## src/rtl/v_issue_queue_if.sv

```systemverilog
// Decode-side enqueue, vector-unit issue/retire and flush signals of the vector issue queue.
// The queue drives the slave view; the decode/vector-unit side drives the master view.
interface v_issue_queue_if;
  logic        flush;
  logic        enq_valid, enq_ready;
  logic [8:0]  enq_vl;
  logic [4:0]  enq_vs1, enq_vs2, enq_vd, enq_uimm5;
  logic [31:0] enq_RS1, enq_RS2;
  logic [3:0]  enq_funct;
  logic [1:0]  enq_permute, enq_ALUSrc, enq_mode_lsu;
  logic        enq_mask_en, enq_dmr, enq_dmw, enq_reg_we, enq_mem_reg, enq_Xout;
  logic [8:0]  vl;
  logic [4:0]  I_vs1, I_vs2, I_vd, I_uimm5;
  logic [31:0] I_RS1, I_RS2;
  logic [3:0]  I_funct;
  logic [1:0]  I_permute, I_ALUSrc, I_mode_lsu;
  logic        I_mask_en, I_dmr, I_dmw, I_reg_we, I_mem_reg, I_Xout;
  logic        I_start, I_clear;
  logic [2:0]  I_id;
  logic        stall, DONE;
  logic        ret_valid;
  logic [2:0]  ret_id;
  logic        busy;

  modport slave (
    input  flush, enq_valid, enq_vl, enq_vs1, enq_vs2, enq_vd, enq_uimm5, enq_RS1, enq_RS2,
           enq_funct, enq_permute, enq_ALUSrc, enq_mode_lsu, enq_mask_en, enq_dmr, enq_dmw,
           enq_reg_we, enq_mem_reg, enq_Xout, stall, DONE,
    output enq_ready, vl, I_vs1, I_vs2, I_vd, I_uimm5, I_RS1, I_RS2, I_funct, I_permute,
           I_ALUSrc, I_mode_lsu, I_mask_en, I_dmr, I_dmw, I_reg_we, I_mem_reg, I_Xout,
           I_start, I_clear, I_id, ret_valid, ret_id, busy
  );

  modport master (
    output flush, enq_valid, enq_vl, enq_vs1, enq_vs2, enq_vd, enq_uimm5, enq_RS1, enq_RS2,
           enq_funct, enq_permute, enq_ALUSrc, enq_mode_lsu, enq_mask_en, enq_dmr, enq_dmw,
           enq_reg_we, enq_mem_reg, enq_Xout, stall, DONE,
    input  enq_ready, vl, I_vs1, I_vs2, I_vd, I_uimm5, I_RS1, I_RS2, I_funct, I_permute,
           I_ALUSrc, I_mode_lsu, I_mask_en, I_dmr, I_dmw, I_reg_we, I_mem_reg, I_Xout,
           I_start, I_clear, I_id, ret_valid, ret_id, busy
  );
endinterface

```

## src/rtl/v_issue_queue.sv

```systemverilog
// Vector issue queue: DEPTH-entry circular buffer feeding a one-at-a-time issue FSM
// (IDLE/ISSUE/WAIT) with rolling 3-bit ids, retire strobes and flush abort.
module v_issue_queue #(
  parameter int DEPTH = 4
) (
  input  logic clk,
  input  logic reset,
  v_issue_queue_if.slave bus
);
  localparam int AW = $clog2(DEPTH);
  localparam int EW = 109;

  typedef enum logic [1:0] {S_IDLE, S_ISSUE, S_WAIT} state_t;

  state_t        r_state;
  logic [EW-1:0] r_mem [DEPTH];
  logic [AW-1:0] r_wr_ptr, r_rd_ptr;
  logic [AW:0]   r_count;
  logic [2:0]    r_id_ctr, r_id, r_ret_id;
  logic          r_start, r_clear, r_ret_valid;
  logic [EW-1:0] r_iss;

  logic          w_ready, w_enq, w_issue;
  logic [EW-1:0] w_enq_ent;

  assign w_ready   = (r_count != (AW+1)'(DEPTH));
  assign w_enq     = bus.enq_valid & w_ready & ~bus.flush;
  // Stall only matters while idle; an in-flight instruction blocks issue anyway.
  assign w_issue   = (r_state == S_IDLE) & (r_count != '0) & ~bus.stall & ~bus.flush;
  assign w_enq_ent = {bus.enq_vl, bus.enq_vs1, bus.enq_vs2, bus.enq_vd, bus.enq_uimm5,
                      bus.enq_RS1, bus.enq_RS2, bus.enq_funct, bus.enq_permute,
                      bus.enq_ALUSrc, bus.enq_mode_lsu, bus.enq_mask_en, bus.enq_dmr,
                      bus.enq_dmw, bus.enq_reg_we, bus.enq_mem_reg, bus.enq_Xout};

  always_ff @(posedge clk) begin
    if (w_enq) r_mem[r_wr_ptr] <= w_enq_ent;
  end

  always_ff @(posedge clk or posedge reset) begin
    if (reset) begin
      r_wr_ptr <= '0;
      r_rd_ptr <= '0;
      r_count  <= '0;
    end else if (bus.flush) begin
      r_wr_ptr <= '0;
      r_rd_ptr <= '0;
      r_count  <= '0;
    end else begin
      if (w_enq)   r_wr_ptr <= r_wr_ptr + 1'b1;
      if (w_issue) r_rd_ptr <= r_rd_ptr + 1'b1;
      r_count <= r_count + {{AW{1'b0}}, w_enq} - {{AW{1'b0}}, w_issue};
    end
  end

  always_ff @(posedge clk or posedge reset) begin
    if (reset) begin
      r_state     <= S_IDLE;
      r_iss       <= '0;
      r_id        <= '0;
      r_id_ctr    <= '0;
      r_ret_id    <= '0;
      r_start     <= 1'b0;
      r_clear     <= 1'b0;
      r_ret_valid <= 1'b0;
    end else begin
      r_start     <= 1'b0;
      r_clear     <= 1'b0;
      r_ret_valid <= 1'b0;
      case (r_state)
        S_IDLE: if (w_issue) begin
          r_iss    <= r_mem[r_rd_ptr];
          r_start  <= 1'b1;
          r_id     <= r_id_ctr;
          r_id_ctr <= r_id_ctr + 3'd1;
          r_state  <= S_ISSUE;
        end
        S_ISSUE, S_WAIT: begin
          // DONE wins over a coincident flush: the instruction has already completed.
          if (bus.DONE) begin
            r_ret_valid <= 1'b1;
            r_ret_id    <= r_id;
            r_state     <= S_IDLE;
          end else if (bus.flush) begin
            r_clear <= 1'b1;
            r_state <= S_IDLE;
          end else begin
            r_state <= S_WAIT;
          end
        end
        default: r_state <= S_IDLE;
      endcase
    end
  end

  assign {bus.vl, bus.I_vs1, bus.I_vs2, bus.I_vd, bus.I_uimm5, bus.I_RS1, bus.I_RS2,
          bus.I_funct, bus.I_permute, bus.I_ALUSrc, bus.I_mode_lsu, bus.I_mask_en,
          bus.I_dmr, bus.I_dmw, bus.I_reg_we, bus.I_mem_reg, bus.I_Xout} = r_iss;

  assign bus.enq_ready = w_ready;
  assign bus.I_start   = r_start;
  assign bus.I_clear   = r_clear;
  assign bus.I_id      = r_id;
  assign bus.ret_valid = r_ret_valid;
  assign bus.ret_id    = r_ret_id;
  assign bus.busy      = (r_count != '0) | (r_state != S_IDLE);
endmodule

```

## src/flat_wrapper.sv

```systemverilog
// flat-port wrapper written by rule: the top's interface ports become plain ports
module v_issue_queue_flat 
#(
  parameter int DEPTH = 4
)
  (clk, reset, bus_flush, bus_enq_valid, bus_enq_vl, bus_enq_vs1, bus_enq_vs2, bus_enq_vd, bus_enq_uimm5, bus_enq_RS1, bus_enq_RS2, bus_enq_funct, bus_enq_permute, bus_enq_ALUSrc, bus_enq_mode_lsu, bus_enq_mask_en, bus_enq_dmr, bus_enq_dmw, bus_enq_reg_we, bus_enq_mem_reg, bus_enq_Xout, bus_stall, bus_DONE, bus_enq_ready, bus_vl, bus_I_vs1, bus_I_vs2, bus_I_vd, bus_I_uimm5, bus_I_RS1, bus_I_RS2, bus_I_funct, bus_I_permute, bus_I_ALUSrc, bus_I_mode_lsu, bus_I_mask_en, bus_I_dmr, bus_I_dmw, bus_I_reg_we, bus_I_mem_reg, bus_I_Xout, bus_I_start, bus_I_clear, bus_I_id, bus_ret_valid, bus_ret_id, bus_busy);
  v_issue_queue_if bus_i ();
  input  logic clk;
  input  logic reset;
  input wire logic [$bits(bus_i.flush)-1:0] bus_flush;
  input wire logic [$bits(bus_i.enq_valid)-1:0] bus_enq_valid;
  input wire logic [$bits(bus_i.enq_vl)-1:0] bus_enq_vl;
  input wire logic [$bits(bus_i.enq_vs1)-1:0] bus_enq_vs1;
  input wire logic [$bits(bus_i.enq_vs2)-1:0] bus_enq_vs2;
  input wire logic [$bits(bus_i.enq_vd)-1:0] bus_enq_vd;
  input wire logic [$bits(bus_i.enq_uimm5)-1:0] bus_enq_uimm5;
  input wire logic [$bits(bus_i.enq_RS1)-1:0] bus_enq_RS1;
  input wire logic [$bits(bus_i.enq_RS2)-1:0] bus_enq_RS2;
  input wire logic [$bits(bus_i.enq_funct)-1:0] bus_enq_funct;
  input wire logic [$bits(bus_i.enq_permute)-1:0] bus_enq_permute;
  input wire logic [$bits(bus_i.enq_ALUSrc)-1:0] bus_enq_ALUSrc;
  input wire logic [$bits(bus_i.enq_mode_lsu)-1:0] bus_enq_mode_lsu;
  input wire logic [$bits(bus_i.enq_mask_en)-1:0] bus_enq_mask_en;
  input wire logic [$bits(bus_i.enq_dmr)-1:0] bus_enq_dmr;
  input wire logic [$bits(bus_i.enq_dmw)-1:0] bus_enq_dmw;
  input wire logic [$bits(bus_i.enq_reg_we)-1:0] bus_enq_reg_we;
  input wire logic [$bits(bus_i.enq_mem_reg)-1:0] bus_enq_mem_reg;
  input wire logic [$bits(bus_i.enq_Xout)-1:0] bus_enq_Xout;
  input wire logic [$bits(bus_i.stall)-1:0] bus_stall;
  input wire logic [$bits(bus_i.DONE)-1:0] bus_DONE;
  output wire logic [$bits(bus_i.enq_ready)-1:0] bus_enq_ready;
  output wire logic [$bits(bus_i.vl)-1:0] bus_vl;
  output wire logic [$bits(bus_i.I_vs1)-1:0] bus_I_vs1;
  output wire logic [$bits(bus_i.I_vs2)-1:0] bus_I_vs2;
  output wire logic [$bits(bus_i.I_vd)-1:0] bus_I_vd;
  output wire logic [$bits(bus_i.I_uimm5)-1:0] bus_I_uimm5;
  output wire logic [$bits(bus_i.I_RS1)-1:0] bus_I_RS1;
  output wire logic [$bits(bus_i.I_RS2)-1:0] bus_I_RS2;
  output wire logic [$bits(bus_i.I_funct)-1:0] bus_I_funct;
  output wire logic [$bits(bus_i.I_permute)-1:0] bus_I_permute;
  output wire logic [$bits(bus_i.I_ALUSrc)-1:0] bus_I_ALUSrc;
  output wire logic [$bits(bus_i.I_mode_lsu)-1:0] bus_I_mode_lsu;
  output wire logic [$bits(bus_i.I_mask_en)-1:0] bus_I_mask_en;
  output wire logic [$bits(bus_i.I_dmr)-1:0] bus_I_dmr;
  output wire logic [$bits(bus_i.I_dmw)-1:0] bus_I_dmw;
  output wire logic [$bits(bus_i.I_reg_we)-1:0] bus_I_reg_we;
  output wire logic [$bits(bus_i.I_mem_reg)-1:0] bus_I_mem_reg;
  output wire logic [$bits(bus_i.I_Xout)-1:0] bus_I_Xout;
  output wire logic [$bits(bus_i.I_start)-1:0] bus_I_start;
  output wire logic [$bits(bus_i.I_clear)-1:0] bus_I_clear;
  output wire logic [$bits(bus_i.I_id)-1:0] bus_I_id;
  output wire logic [$bits(bus_i.ret_valid)-1:0] bus_ret_valid;
  output wire logic [$bits(bus_i.ret_id)-1:0] bus_ret_id;
  output wire logic [$bits(bus_i.busy)-1:0] bus_busy;
  assign bus_i.flush = bus_flush;
  assign bus_i.enq_valid = bus_enq_valid;
  assign bus_i.enq_vl = bus_enq_vl;
  assign bus_i.enq_vs1 = bus_enq_vs1;
  assign bus_i.enq_vs2 = bus_enq_vs2;
  assign bus_i.enq_vd = bus_enq_vd;
  assign bus_i.enq_uimm5 = bus_enq_uimm5;
  assign bus_i.enq_RS1 = bus_enq_RS1;
  assign bus_i.enq_RS2 = bus_enq_RS2;
  assign bus_i.enq_funct = bus_enq_funct;
  assign bus_i.enq_permute = bus_enq_permute;
  assign bus_i.enq_ALUSrc = bus_enq_ALUSrc;
  assign bus_i.enq_mode_lsu = bus_enq_mode_lsu;
  assign bus_i.enq_mask_en = bus_enq_mask_en;
  assign bus_i.enq_dmr = bus_enq_dmr;
  assign bus_i.enq_dmw = bus_enq_dmw;
  assign bus_i.enq_reg_we = bus_enq_reg_we;
  assign bus_i.enq_mem_reg = bus_enq_mem_reg;
  assign bus_i.enq_Xout = bus_enq_Xout;
  assign bus_i.stall = bus_stall;
  assign bus_i.DONE = bus_DONE;
  assign bus_enq_ready = bus_i.enq_ready;
  assign bus_vl = bus_i.vl;
  assign bus_I_vs1 = bus_i.I_vs1;
  assign bus_I_vs2 = bus_i.I_vs2;
  assign bus_I_vd = bus_i.I_vd;
  assign bus_I_uimm5 = bus_i.I_uimm5;
  assign bus_I_RS1 = bus_i.I_RS1;
  assign bus_I_RS2 = bus_i.I_RS2;
  assign bus_I_funct = bus_i.I_funct;
  assign bus_I_permute = bus_i.I_permute;
  assign bus_I_ALUSrc = bus_i.I_ALUSrc;
  assign bus_I_mode_lsu = bus_i.I_mode_lsu;
  assign bus_I_mask_en = bus_i.I_mask_en;
  assign bus_I_dmr = bus_i.I_dmr;
  assign bus_I_dmw = bus_i.I_dmw;
  assign bus_I_reg_we = bus_i.I_reg_we;
  assign bus_I_mem_reg = bus_i.I_mem_reg;
  assign bus_I_Xout = bus_i.I_Xout;
  assign bus_I_start = bus_i.I_start;
  assign bus_I_clear = bus_i.I_clear;
  assign bus_I_id = bus_i.I_id;
  assign bus_ret_valid = bus_i.ret_valid;
  assign bus_ret_id = bus_i.ret_id;
  assign bus_busy = bus_i.busy;
  v_issue_queue #(.DEPTH(DEPTH)) u_core (.clk(clk), .reset(reset), .bus(bus_i));
endmodule
```

## config.mk

```make
export PLATFORM = sky130hd
export DESIGN_NAME = v_issue_queue_flat
export DESIGN_NICKNAME = d
export VERILOG_FILES = /design/src/rtl/v_issue_queue_if.sv /design/src/rtl/v_issue_queue.sv /design/src/flat_wrapper.sv
export SDC_FILE = /design/constraint.sdc
export NUM_CORES = 1
export LEC_CHECK = 0
export BUFFER_PORTS_ARGS = -buffer_cell sky130_fd_sc_hd__buf_4
export CORE_MARGIN = 3
export CORE_UTILIZATION = 30
export CTS_BUF_LIST = sky130_fd_sc_hd__clkbuf_16
export DETAILED_ROUTE_END_ITERATION = 7
export SLEW_MARGIN = 5
export SYNTH_ARGS = -nofsm -noshare
export SYNTH_HDL_FRONTEND = slang
export SYNTH_SLANG_ARGS = --single-unit
```

## constraint.sdc

```tcl
create_clock -name clk -period 8.2 [get_ports clk]
set_clock_uncertainty 0.2 [all_clocks]
set_input_delay 1.64 -clock clk [delete_from_list [all_inputs] [get_ports clk]]
set_output_delay 1.64 -clock clk [all_outputs]
set_load 0.005 [all_outputs]
```

Yosys cells after proc, flatten, opt, wreduce, memory -nomap -nowiden
Memories as Yosys holds them, arrays and structs flattened. A register that Yosys moved wholly into a read port is not among the register bits. Index checks and enable logic that the tools add are counted. Widths: inputs -> output; s select.

Bits in writable memories: 436. Memories: 1. Logic and storage cells: 54. Output and inout bits: 120. Input port bits: 115. Register bits after elaboration: 21.

Memories: u_core.r_mem (depth 4, bits a word 109, rd ports 1, clocked after memory_dff 1, wr ports 1, RTL line v_issue_queue.sv:16) `logic [EW-1:0] r_mem [DEPTH];`.

Multiplexer cells: 18. Reductions and logical operators: 8. $add $sub $neg: 5. Bitwise gates (word level): 8. Equality and inequality tests: 4.

Operators by type and width (number): $mux 2 (7); $mux 1 (9); $reduce_bool 2->1 (3); $and 1x1->1 (5); $add 2x1->2 const B (2); $pmux 2 s2 (1); $reduce_and 2->1 (2); $add 3x1->3 (1); $add 3x1->3 const B (1); $mux 3 (1); $ne 3x3->1 const B (1); $reduce_bool 3->1 (1); $sub 3x1->3 (1); $eq 2x1->1 const B (1); $eq 2x2->1 const B (1); $logic_not 2->1 (1); $ne 2x1->1 const B (1); $not 1->1 (2); $reduce_or 2->1 (1); $or 1x1->1 (1).

Longest topological paths before layout
Gate-level depths: netlist (run 1).

Depth in word-level cells: 6. Mapped depth: 13. Gate-level depth less buffers: 12.

Worst setup path before layout (run 1)
No wires, ideal clock.

Kind: input to register. Start point: input bus_flush. End point: memory u_core.r_mem[0][0], enable pin. Arrival time: 4.726 ns. Stages: 3. Slack: 2.793 ns. Cell sequence: clkbuf_1 -> nor3_1 -> and2_1.

Longest elaborated chain between the ends: 4.

RTL lines: start, declared (RTL line flat_wrapper.sv:10) `input wire logic [$bits(bus_i.flush)-1:0] bus_flush;`; $not 1->1 (RTL line v_issue_queue.sv:27) `assign w_enq = bus.enq_valid & w_ready & ~bus.flush;`; $and 1x1->1 (RTL line v_issue_queue.sv:27); $mux 1 (RTL line v_issue_queue.sv:36) `if (w_enq) r_mem[r_wr_ptr] <= w_enq_ent;`; $mux 1 (implied by the code) (RTL line v_issue_queue.sv:36); end, declared (RTL line v_issue_queue.sv:16).

Every way passes these cells.

Worst setup path after layout (run 1)
Start point: input bus_flush. End point: memory u_core.r_mem[0][98], enable pin.

The elaborated chain is that of the path after synthesis.

==> flow_summary_export.csv, run 1 <==
group,metric,value,unit
run_status,status,"complete, no violations",
cells_and_area,area_growth,22.6,%
clock_network,ctsResizeCount,0,
cells_and_area,layout-drive-gt1-share,47.1,%
clock_network,root_buffer,"clkbuf_16",
routing,drt-wirelength-per-cell,21.2,µm
cells_and_area,fillers,6337,
critical_path,crit_path_start_kind,"input pin",
pwr,pwr-share-comb,19.1,%
timing,timing.setup.tns,0,ns
timing,period_minus_slack,3.95,ns
global_route,top_usage_layer,"met2",
routing,totalWireLength,45400,µm
synth,syn_area,0.0212,mm²
synth,synth_edf_count,436,
timing,relSlewSlack,32.7,%
flow_run,drv_cap,0,
pwr,p_int,0.00614,W
critical_path,crit_required,8.20,ns
floorplan,io_pins,235,
pwr,seqPwrFrac,46.7,%
routing,route.detailed.drc,0,
floorplan,initial_core_util,30.6,%
pwr,powerDensity,311,mW/mm²
synth,synth_nets,1015,
routing,dr.pass1.iters,5,
critical_path,crit_path_max_incr_delay,0.89,ns
clock_network,numCtsBuffers,66,
global_route,grt_pass1_vias,10600,
routing,via_count,9591,
synth,async_flop_share,23.0,%
synth,syn_area_per_cell,23.8,µm²
worst_hold_path,hold_path_class,"flip-flop to flip-flop",
global_route,grt_pass1_wl,68800,µm
pwr,p_leak,9.35,nW
pwr,vdd_drop_max,0.203,mV
timing,setup_viol,0,
place,io_buffers,234,
cells_and_area,antenna_cells,0,
critical_path,worstPathMaxFanout,56,
critical_path,crit_top_cell,"buf_4",
floorplan,coreArea,0.0693,mm²
clock_network,cts_tree,"built",
floorplan,die_h,272,µm
floorplan,fp.dieArea,0.0739,mm²
synth,ys_types,34,
global_route,use_met2,21.0,%
clock_network,cts.sinks,566,
global_route,grtUsageTotal,12.5,%
timing,maxSlewViolCount,0,
synth,syn_inst,890,
routing,drt_first_iter_violations,379,
place,post-dp-hpwl,25500,µm
global_route,use_met3,3.87,%
pwr,swShare,24.1,%
place,place_ws,3.60,ns
timing,setup_ws,4.25,ns
pwr,clkPwrFrac,34.2,%
pwr,power.switching,0.00196,W
routing,avgViaCountPerCell,4.47,
clock_network,clkTransAtPathRegs,0.06,ns
global_route,grt_overflow,0,
critical_path,crit_slowest_cell,"and2_4",
critical_path,critical_path_class,"input pin to flip-flop",
global_route,antenna_found_initial,5,
critical_path,crit_path_end_kind,"flip-flop",
timing,rsz0062_at_grt,"no",
floorplan,die_x,272,µm
clock_network,ctsHtreeMaxLevel,3,
global_route,use_met1,15.4,%
clock_network,clk_latency,0.58,ns
timing,period_share,48.1,%
timing,max_freq,253,MHz
cells_and_area,layout.nets,1290,
synth,synth_seq_area_share,77.1,%
timing,hold-worst-slack,0.263,ns
synth,ys_ff_latch,566,
clock_network,hold_buffers,0,
place,place_congestion,0.699,
floorplan,rows,96,
critical_path,cp_data_arrival_time,3.95,ns
critical_path,crit_chain,"buf_4 -> nor3_1 -> and2_4 -> buf_4",
timing,worstMarginPinSlew,1.01,ns
global_route,grt_max_degree,110,
synth,yosys_warnings,0,
synth,yosys_most_used_dff,"edfxtp_1",
clock_network,clockBufferDepth,3,
routing,antenna_left,0,
clock_network,post-cts-setup-buffers,0,
timing,hold_viol,0,
-- cell usage in the layout (no fill, tap or decap), drive strengths merged, types with 3 or more instances in the layout --
cell,instances
edfxtp,436
buf,246
dfrtp,130
mux2,117
mux4,109
clkbuf,69
inv,37
clkinv,18
ha,9
a21oi,4
and2,4
bufinv,4
o21ai,3
clkinvlp,3
-- cell usage after synthesis (2+ instances only) --
cell type | number | area, µm²
a21oi_1 | 4 | 20.0
and2_1 | 4 | 25.0
buf_12 | 10 | 200
buf_2 | 12 | 60.1
buf_4 | 2 | 15.0
clkbuf_1 | 14 | 52.6
dfrtp_1 | 130 | 3250
edfxtp_1 | 436 | 13100
ha_1 | 9 | 113
inv_1 | 13 | 48.8
mux2_2 | 28 | 315
mux2_4 | 89 | 1340
mux4_2 | 109 | 2450
nand2_1 | 2 | 7.51
nand3_1 | 2 | 10.0
nor2_1 | 2 | 7.51
o21ai_0 | 3 | 15.0
o31ai_1 | 2 | 15.0
or3_1 | 2 | 12.5
xnor2_1 | 2 | 17.5
xor2_1 | 2 | 17.5
-- registers in the layout, summed over array words and instances, names as in the netlist --
name and cells:
u_core.bus.I_clear 1, u_core.bus.I_id 3, u_core.bus.I_start 1, u_core.bus.ret_id 3, u_core.bus.ret_valid 1, u_core.r_count 3
u_core.r_id_ctr 3, u_core.r_iss 109, u_core.r_mem 436, u_core.r_rd_ptr 2, u_core.r_state 2, u_core.r_wr_ptr 2
-- cells by family after synthesis --
kind of cell	share of synthesized area, %
simple gates	0.649
compound gates	0.236
xor+xnor	0.165
mux	19.4
fa+ha+maj	0.625
flops	77.1
buf+inv	1.87
-- worst max-delay path, delay by kind of cell --
family	cells	cell delay (ns)
and+or+nand+nor	2	1.42
buffers and inverters	2	0.86
-- routing by layer --
metal / share of wire [%] / wire (µm) / up-vias
li1: - / - / 4176
met4: 1.9 / 853 / 10
met1: 41 / 18700 / 5109
met5: 0.16 / 71 / -
met2: 50 / 22800 / 227
met3: 6.5 / 2960 / 69
-- final timing paths --
check                                    from                   to  slack [ns]  depth (start not counted)
max                                 bus_flush  u_core.r_mem[0][98]        4.25                          4
min                        u_core.r_id_ctr[2]   u_core.r_id_ctr[2]        0.26                          1
max reg2reg                 u_core.r_count[2]  u_core.r_mem[0][98]        4.91                          4
min reg2reg                u_core.r_id_ctr[2]   u_core.r_id_ctr[2]        0.26                          1
max in group asynchronous               reset     u_core.r_iss[43]        5.28                          3
min in group asynchronous               reset     u_core.r_iss[99]        0.99                          2
-- power by group through the flow --
stage	Combinational, W	Clock, W	Sequential (W)
2_1_floorplan	0.000900	0	0.00376
3_3_place_gp	0.00157	0	0.00384
3_5_place_dp	0.00159	0	0.00385
4_1_cts	0.00159	0.00288	0.00380
5_1_grt	0.00168	0.00300	0.00384
6_report	0.00154	0.00277	0.00379
-- area by class of cell --
type                    count  area [µm²]  area share, %
well taps                 931        1160           4.48
clock buffers              69        1730           6.64
flip-flops and latches    566       16400           62.9
multi-input cells         271        4480           17.2
repair buffers            246        1870           7.20
inverters                  14        62.6          0.241
clock inverters            48         344           1.32
-- per-stage QoR --
step | power, W | instance area, µm² | util, % | cells
floorplan | 0.00466 | 21200 | - | 890
global route | 0.00852 | 26000 | 37.5 | 2145
CTS | 0.00827 | 26000 | 37.5 | 2145
global placement | 0.00541 | 23900 | 34.5 | 2028
finish | 0.00810 | 26000 | 37.5 | 2145
detailed placement | 0.00544 | 23900 | 34.5 | 2028
(Power assumes the default switching activity.)
==> run 2, diff against run 1 <==
--- a/config.mk
+++ b/config.mk
@@ -5,6 +5,7 @@
 export SDC_FILE = /design/constraint.sdc
 export NUM_CORES = 1
 export LEC_CHECK = 0
+export ABC_AREA = 1
 export BUFFER_PORTS_ARGS = -buffer_cell sky130_fd_sc_hd__buf_4
 export CORE_MARGIN = 3
 export CORE_UTILIZATION = 30
==> constraint.sdc (replaced) <==
create_clock -name clk -period 3.45 [get_ports clk]
set_clock_uncertainty 0.2 [all_clocks]
set_input_delay 0.69 -clock clk [delete_from_list [all_inputs] [get_ports clk]]
set_output_delay 0.69 -clock clk [all_outputs]
set_load 0.005 [all_outputs]
==> run 2 against run 1 <==
First-iteration DRC count grew 120%; combinational power grew to 3.2 times the previous value; critical endpoint is now u_core.r_count[2]; clock power grew 130%; sequential cell count is the same; worst hold slack lost 0.20 ns.
==> flow_summary_export.csv, run 2 <==
group,metric,value,unit
timing,max_freq,402,MHz
synth,synth_seq_area_share,71.7,%
pwr,p_int,0.0140,W
pwr,clkPwrFrac,31.6,%
critical_path,path_buf_inv,5,
floorplan,rows,100,
cells_and_area,reg.largest.list,"u_core.r_mem: 436 flops, u_core.r_iss: 109 flops",
synth,synth.most_common_cell,"nand2_1",
floorplan,die_x,282,µm
synth,ys_types,22,
global_route,grtUsageTotal,14.0,%
synth,syn_area_per_cell,10.4,µm²
clock_network,ctsResizeCount,0,
global_route,grt_max_degree,119,
clock_network,root_buffer,"clkbuf_16",
floorplan,io_pins,235,
cells_and_area,layout_commonest_cell,"nand2_1",
critical_path,reg2regPathDepth,14,
critical_path,crit_path_start_kind,"flip-flop",
cells_and_area,layout-drive-gt1-share,15.2,%
timing,setup_ws,0.964,ns
pwr,vdd_drop_max,0.384,mV
critical_path,crit_path_end_kind,"flip-flop",
critical_path,rrSetupSlack,0.96,ns
pwr,powerDensity,721,mW/mm²
synth,synth_commonest_cells,"1132 x nand2_1, 436 x edfxtp_1, 237 x inv_1",
cells_and_area,final_cells,3451,
place,place_ws,0.663,ns
synth,syn_area,0.0228,mm²
synth,ys_ff_latch,566,
synth,synth_top_area_share,57.4,%
timing,worstMarginPinSlew,0.910,ns
clock_network,cts.sinks,566,
global_route,grt_pass1_wl,85400,µm
critical_path,crit_slowest_cell,"fa_1",
critical_path,startpoint,"u_core.r_state[0]",
synth,yosys_most_used_dff,"edfxtp_1",
flow_run,drv_cap,0,
pwr,pwr-share-comb,24.3,%
floorplan,die_h,282,µm
critical_path,critical_path_depth,14,
routing,drt_first_iter_violations,818,
timing,period_share,72.1,%
cells_and_area,top_register,"u_core.r_mem",
cells_and_area,final_cell_mix,"1132 x nand2_1, 436 x edfxtp_1, 254 x buf_4, 247 x inv_1, 128 x dfrtp_1",
synth,synth_nets,2307,
worst_hold_path,hold_start,"bus_DONE",
routing,via_count,14800,
critical_path,worstPathMaxFanout,5,
cells_and_area,layout.nets,2549,
clock_network,numCtsBuffers,61,
cells_and_area,area_growth,22.4,%
floorplan,initial_core_util,30.5,%
critical_path,cp_data_arrival_time,2.83,ns
clock_network,clockBufferDepth,3,
clock_network,clk_latency,0.62,ns
routing,route.detailed.drc,0,
synth,yosys.area.top_type,"edfxtp_1",
run_status,status,"complete, no violations",
timing,hold_viol,0,
timing,maxSlewViolCount,0,
critical_path,crit_path_max_incr_delay,0.41,ns
synth,yosys_warnings,0,
clock_network,ctsHtreeMaxLevel,2,
worst_hold_path,hold_path_class,"input pin to flip-flop",
worst_hold_path,worstHoldEndpoint,"u_core.bus.I_clear",
global_route,grt_pass1_vias,14600,
timing,relSlewSlack,39.3,%
routing,dr.pass1.iters,4,
routing,drt-wirelength-per-cell,16.1,µm
pwr,p_leak,12.7,nW
place,dp.cells,3329,
synth,synthTopCellsByArea,"edfxtp_1 57%, nand2_1 19%, dfrtp_1 14%",
timing,hold-worst-slack,0.0658,ns
timing,rsz0062_at_grt,"no",
critical_path,worstReg2RegEnd,"u_core.r_count[2]",
cells_and_area,largest_reg_flops,436,
global_route,grt_overflow,0,
critical_path,crit_top_cell,"inv_1",
routing,antenna_left,0,
synth,synth_edf_count,436,
place,post-dp-hpwl,33100,µm
global_route,antenna_found_initial,9,
pwr,seqPwrFrac,44.0,%
critical_path,critical_path_class,"flip-flop to flip-flop",
place,io_buffers,234,
synth,syn_inst,2182,
floorplan,fp.dieArea,0.0793,mm²
cells_and_area,fillers,7401,
floorplan,coreArea,0.0748,mm²
clock_network,cts_tree,"built",
clock_network,clkTransAtPathRegs,0.06,ns
critical_path,cp_top_family,"adder cells",
routing,totalWireLength,55700,µm
timing,period_minus_slack,2.49,ns
pwr,swShare,30.6,%
critical_path,crit_required,3.79,ns
worst_hold_path,hold_depth,2,
place,place_congestion,0.738,
pwr,power.switching,0.00615,W
synth,async_flop_share,23.0,%
critical_path,crit_chain,"inv_1 -> ha_1 -> inv_2 -> nor2_2 -> nand3_4 -> inv_1 -> ha_1 -> inv_1 -> ha_1 -> inv_1 -> fa_1 -> nand2_1 -> nand2_1 -> nor2_1",
routing,avgViaCountPerCell,4.29,
critical_path,r2r-start,"u_core.r_state[0]",
timing,setup_viol,0,
==> run 2: cell types whose count changed after synthesis, moves of 4 or more <==
cell | previous run | this run
nor2_1 | 2 | 10
buf_4 | 2 | 6
buf_2 | 12 | 63
mux2_4 | 89 | 0
inv_2 | 0 | 4
buf_1 | 0 | 15
buf_12 | 10 | 0
nand2_1 | 2 | 1132
nand3_1 | 2 | 115
mux2_2 | 28 | 0
mux4_2 | 109 | 0
inv_1 | 13 | 237
and2_1 | 4 | 0
==> run 2: worst max-delay path by stage <==
stage	end
after global routing	u_core.r_count[2]
after detailed placement	u_core.r_mem[3][63]
after global placement	u_core.r_mem[3][63]
final	u_core.r_count[2]
after floorplan	u_core.r_mem[0][0]
after CTS	bus_busy
==> run 2: cell families after synthesis <==
group | share of synthesized area, %
xor gates and xnor gates | 0.115
adders and majority gates | 0.582
DFF | 71.7
and+or+nand+nor | 21.5
AOI/OAI and AO/OA | 0.0878
buffers and inverters | 6.03
==> run 2: repair_timing <==
action                                 in CTS  in global routing
hold buffers                                1                  0
endpoints found under the hold margin       6                  0
buffers inserted                            0                  0
==> run 2: power by group through the flow <==
stage	Combinational (W)	Clock, W	Sequential [W]
final	0.00489	0.00637	0.00886
after CTS	0.00504	0.00654	0.00888
after global placement	0.00495	0	0.00901
after global routing	0.00560	0.00684	0.00897
after floorplan	0.00280	0	0.00890
after detailed placement	0.00502	0	0.00901
==> run 2: area by class of cell <==
type                       count  area (µm²)  area share, %
timing repair buffer         275        2320           8.30
clock inverter                54         428           1.53
clock buffer                  62        1550           5.56
antenna                        5        12.5         0.0448
inverter                     241         918           3.29
sequential                   566       16400           58.6
multi-input combinational   1279        5110           18.3
tap                          969        1210           4.34
==> run 2: metrics by stage <==
step,utilization (%),TNS (ns),area (µm²),power [W]
finish,37.3,0,27900,0.0201
CTS,37.3,0,27900,0.0205
global placement,34.6,0,25900,0.0140
detailed placement,34.6,0,25900,0.0140
global route,37.3,0,27900,0.0214
floorplan,-,-460.39,22800,0.0117
==> run 2: per-layer routing <==
metal	vias to the layer above	routed length (µm)	track usage [%]
li1	7373	-	-
met1	6988	22800	17.1
met2	329	27800	24.3
met3	113	2880	2.87
met4	8	2020	5.89
met5	-	65	0
==> run 3, diff against run 2 <==
--- a/config.mk
+++ b/config.mk
@@ -5,7 +5,7 @@
 export SDC_FILE = /design/constraint.sdc
 export NUM_CORES = 1
 export LEC_CHECK = 0
-export ABC_AREA = 1
+export ABC_AREA = 0
 export BUFFER_PORTS_ARGS = -buffer_cell sky130_fd_sc_hd__buf_4
 export CORE_MARGIN = 3
 export CORE_UTILIZATION = 30
==> constraint.sdc (replaced) <==
create_clock -name clk -period 2.2 [get_ports clk]
set_clock_uncertainty 0.2 [all_clocks]
set_input_delay 0.44 -clock clk [delete_from_list [all_inputs] [get_ports clk]]
set_output_delay 0.44 -clock clk [all_outputs]
set_load 0.005 [all_outputs]
==> run 3 against run 2 <==
The flow now finishes with violations (negative setup slack); global-route usage fell by 0.79 points; setup slack got worse by 1.1 ns; sequential cell count did not move; worst hold slack improved by 0.064 ns; final cell count fell by 29%; count of clock-buffer cells in the layout rose by 1; largest cell class unchanged; highest routed layer unchanged.
==> flow_summary_export.csv, run 3 (same netlist as run 1, synthesis figures left out) <==
group,metric,value,unit
cells_and_area,reg.largest.list,"u_core.r_mem: 436 flops, u_core.r_iss: 109 flops",
timing,setup_ws,-0.139,ns
flow_run,drv_cap,0,
routing,via_count,10700,
floorplan,die_h,272,µm
timing,timing.setup.tns,-8.35,ns
routing,avgViaCountPerCell,4.40,
critical_path,crit_required,2.48,ns
routing,drt-wirelength-per-cell,21.2,µm
timing,hold_viol,0,
cells_and_area,top_register,"u_core.r_mem",
cells_and_area,layout.nets,1574,
critical_path,critical_path_class,"flip-flop to flip-flop",
critical_path,worstPathMaxFanout,5,
timing,rsz0062_at_grt,"yes",
clock_network,numCtsBuffers,61,
clock_network,ctsHtreeMaxLevel,2,
critical_path,cp_data_arrival_time,2.62,ns
critical_path,rrSetupSlack,-0.14,ns
floorplan,fp.dieArea,0.0739,mm²
timing,setup_viol,147,
global_route,antenna_found_initial,2,
routing,route.detailed.drc,0,
cells_and_area,layout-drive-gt1-share,50.0,%
pwr,vdd_drop_max,0.778,mV
critical_path,crit_chain,"inv_2 -> ha_4 -> nand2b_4 -> or3_4 -> buf_4 -> inv_8 -> buf_12 -> bufbuf_16 -> mux2_4",
global_route,grt_max_degree,39,
routing,drt_first_iter_violations,586,
floorplan,io_pins,235,
clock_network,cts_tree,"built",
critical_path,r2r-start,"u_core.r_state[0]",
timing,period_minus_slack,2.34,ns
cells_and_area,fillers,6022,
critical_path,crit_slowest_cell,"dfrtp_1",
clock_network,cts.sinks,566,
cells_and_area,stdcell_area,0.0301,mm²
critical_path,crit_path_max_incr_delay,0.39,ns
global_route,grtUsageTotal,13.2,%
place,place_congestion,0.744,
critical_path,crit_path_end_kind,"flip-flop",
critical_path,worstReg2RegEnd,"u_core.r_iss[35]",
floorplan,die_x,272,µm
clock_network,root_buffer,"clkbuf_16",
timing,period_share,106,%
critical_path,crit_path_start_kind,"flip-flop",
floorplan,initial_core_util,30.6,%
place,io_buffers,234,
cells_and_area,layout_commonest_cell,"edfxtp_1",
run_status,violations,"negative setup slack",
critical_path,critPathCapture,"u_core.r_iss[35]",
routing,antenna_left,0,
clock_network,clockBufferDepth,3,
floorplan,rows,96,
global_route,grt_pass1_vias,11800,
routing,dr.pass1.iters,4,
cells_and_area,multi_input_area,0.00457,mm²
timing,maxSlewViolCount,0,
floorplan,coreArea,0.0693,mm²
cells_and_area,final_cell_mix,"436 x edfxtp_1, 273 x buf_4, 128 x dfrtp_1, 115 x dlygate4sd3_1, 109 x mux4_2",
clock_network,clkTransAtPathRegs,0.06,ns
timing,worstMarginPinSlew,0.462,ns
timing,relSlewSlack,68.9,%
timing,max_freq,427,MHz
routing,totalWireLength,51700,µm
global_route,grt_pass1_wl,74300,µm
pwr,p_leak,11.2,nW
cells_and_area,largest_reg_flops,436,
worst_hold_path,hold_path_class,"input pin to flip-flop",
global_route,grt_overflow,0,
pwr,powerDensity,1050,mW/mm²
critical_path,reg2regPathDepth,9,
run_status,status,"complete, but fails checks",
place,post-dp-hpwl,30400,µm
critical_path,startpoint,"u_core.r_state[0]",
clock_network,clk_latency,0.60,ns
cells_and_area,regArea,0.0164,mm²
place,dpl-instance-area,0.0253,mm²
cells_and_area,area_growth,41.9,%
run 3: worst min path at each step:
stage,startpoint,slack [ns],cells after the start,endpoint
6_report,bus_flush,0.13,4,u_core.r_id_ctr[0]
5_1_grt,bus_flush,0.12,4,u_core.r_id_ctr[0]
4_1_cts,bus_flush,0.08,4,u_core.r_id_ctr[0]
3_5_place_dp,u_core.r_id_ctr[2],0.26,1,u_core.r_id_ctr[2]
3_3_place_gp,u_core.r_id_ctr[2],0.26,1,u_core.r_id_ctr[2]
2_1_floorplan,u_core.r_id_ctr[2],0.24,1,u_core.r_id_ctr[2]
run 3: final cells by class:
| type | instances | share of cell area [%] |
|---|---|---|
| multi-input combinational | 271 | 15.2 |
| timing repair buffer | 535 | 19.8 |
| clock buffer | 63 | 5.24 |
| clock inverter | 53 | 1.34 |
| tap | 931 | 3.87 |
| antenna | 1 | 0.00831 |
| inverter | 14 | 0.220 |
| sequential | 566 | 54.3 |
run 3: power breakdown:
part	internal (W)	total, W	switching, W
Clock	0.00595	0.00999	0.00405
Combinational	0.00490	0.00762	0.00273
Sequential	0.0131	0.0139	0.000841
Total	0.0239	0.0315	0.00761
run 3: per-stage QoR:
stage / instances / worst slack [ns] / util [%] / power [W] / hold WS (ns)
finish: 2434 / -0.139 / 43.4 / 0.0315 / 0.130
global route: 2433 / -0.199 / 43.4 / 0.0331 / 0.118
CTS: 2389 / -0.147 / 42.1 / 0.0317 / 0.0784
detailed placement: 2126 / -0.224 / 36.5 / 0.0209 / 0.261
global placement: 2126 / -0.202 / 36.5 / 0.0208 / 0.260
floorplan: 890 / -0.248 / - / 0.0174 / 0.238
run 3: timing repair:
action	in CTS	in global routing
setup endpoints to repair	148	514
hold endpoints to repair	481	0
gates cloned	9	24
buffers inserted	23	25
pin swaps	5	6
hold buffers	115	0
gates resized for setup	53	56
run 3: worst max-delay path, delay by kind of cell (launching register included):
kind	cells	cell delay, ns
and+or+nand+nor	2	0.38
DFF	1	0.39
muxes	1	0.30
buffers and inverters	5	0.79
adders and majority gates	1	0.15
run 3: layer usage:
metal | routed length [µm] | up-vias | track usage (%)
met5 | 7 | - | 0
met4 | 921 | 2 | 3.49
met3 | 2990 | 66 | 3.27
met2 | 26300 | 257 | 22.8
met1 | 21500 | 5616 | 16.7
li1 | - | 4778 | -
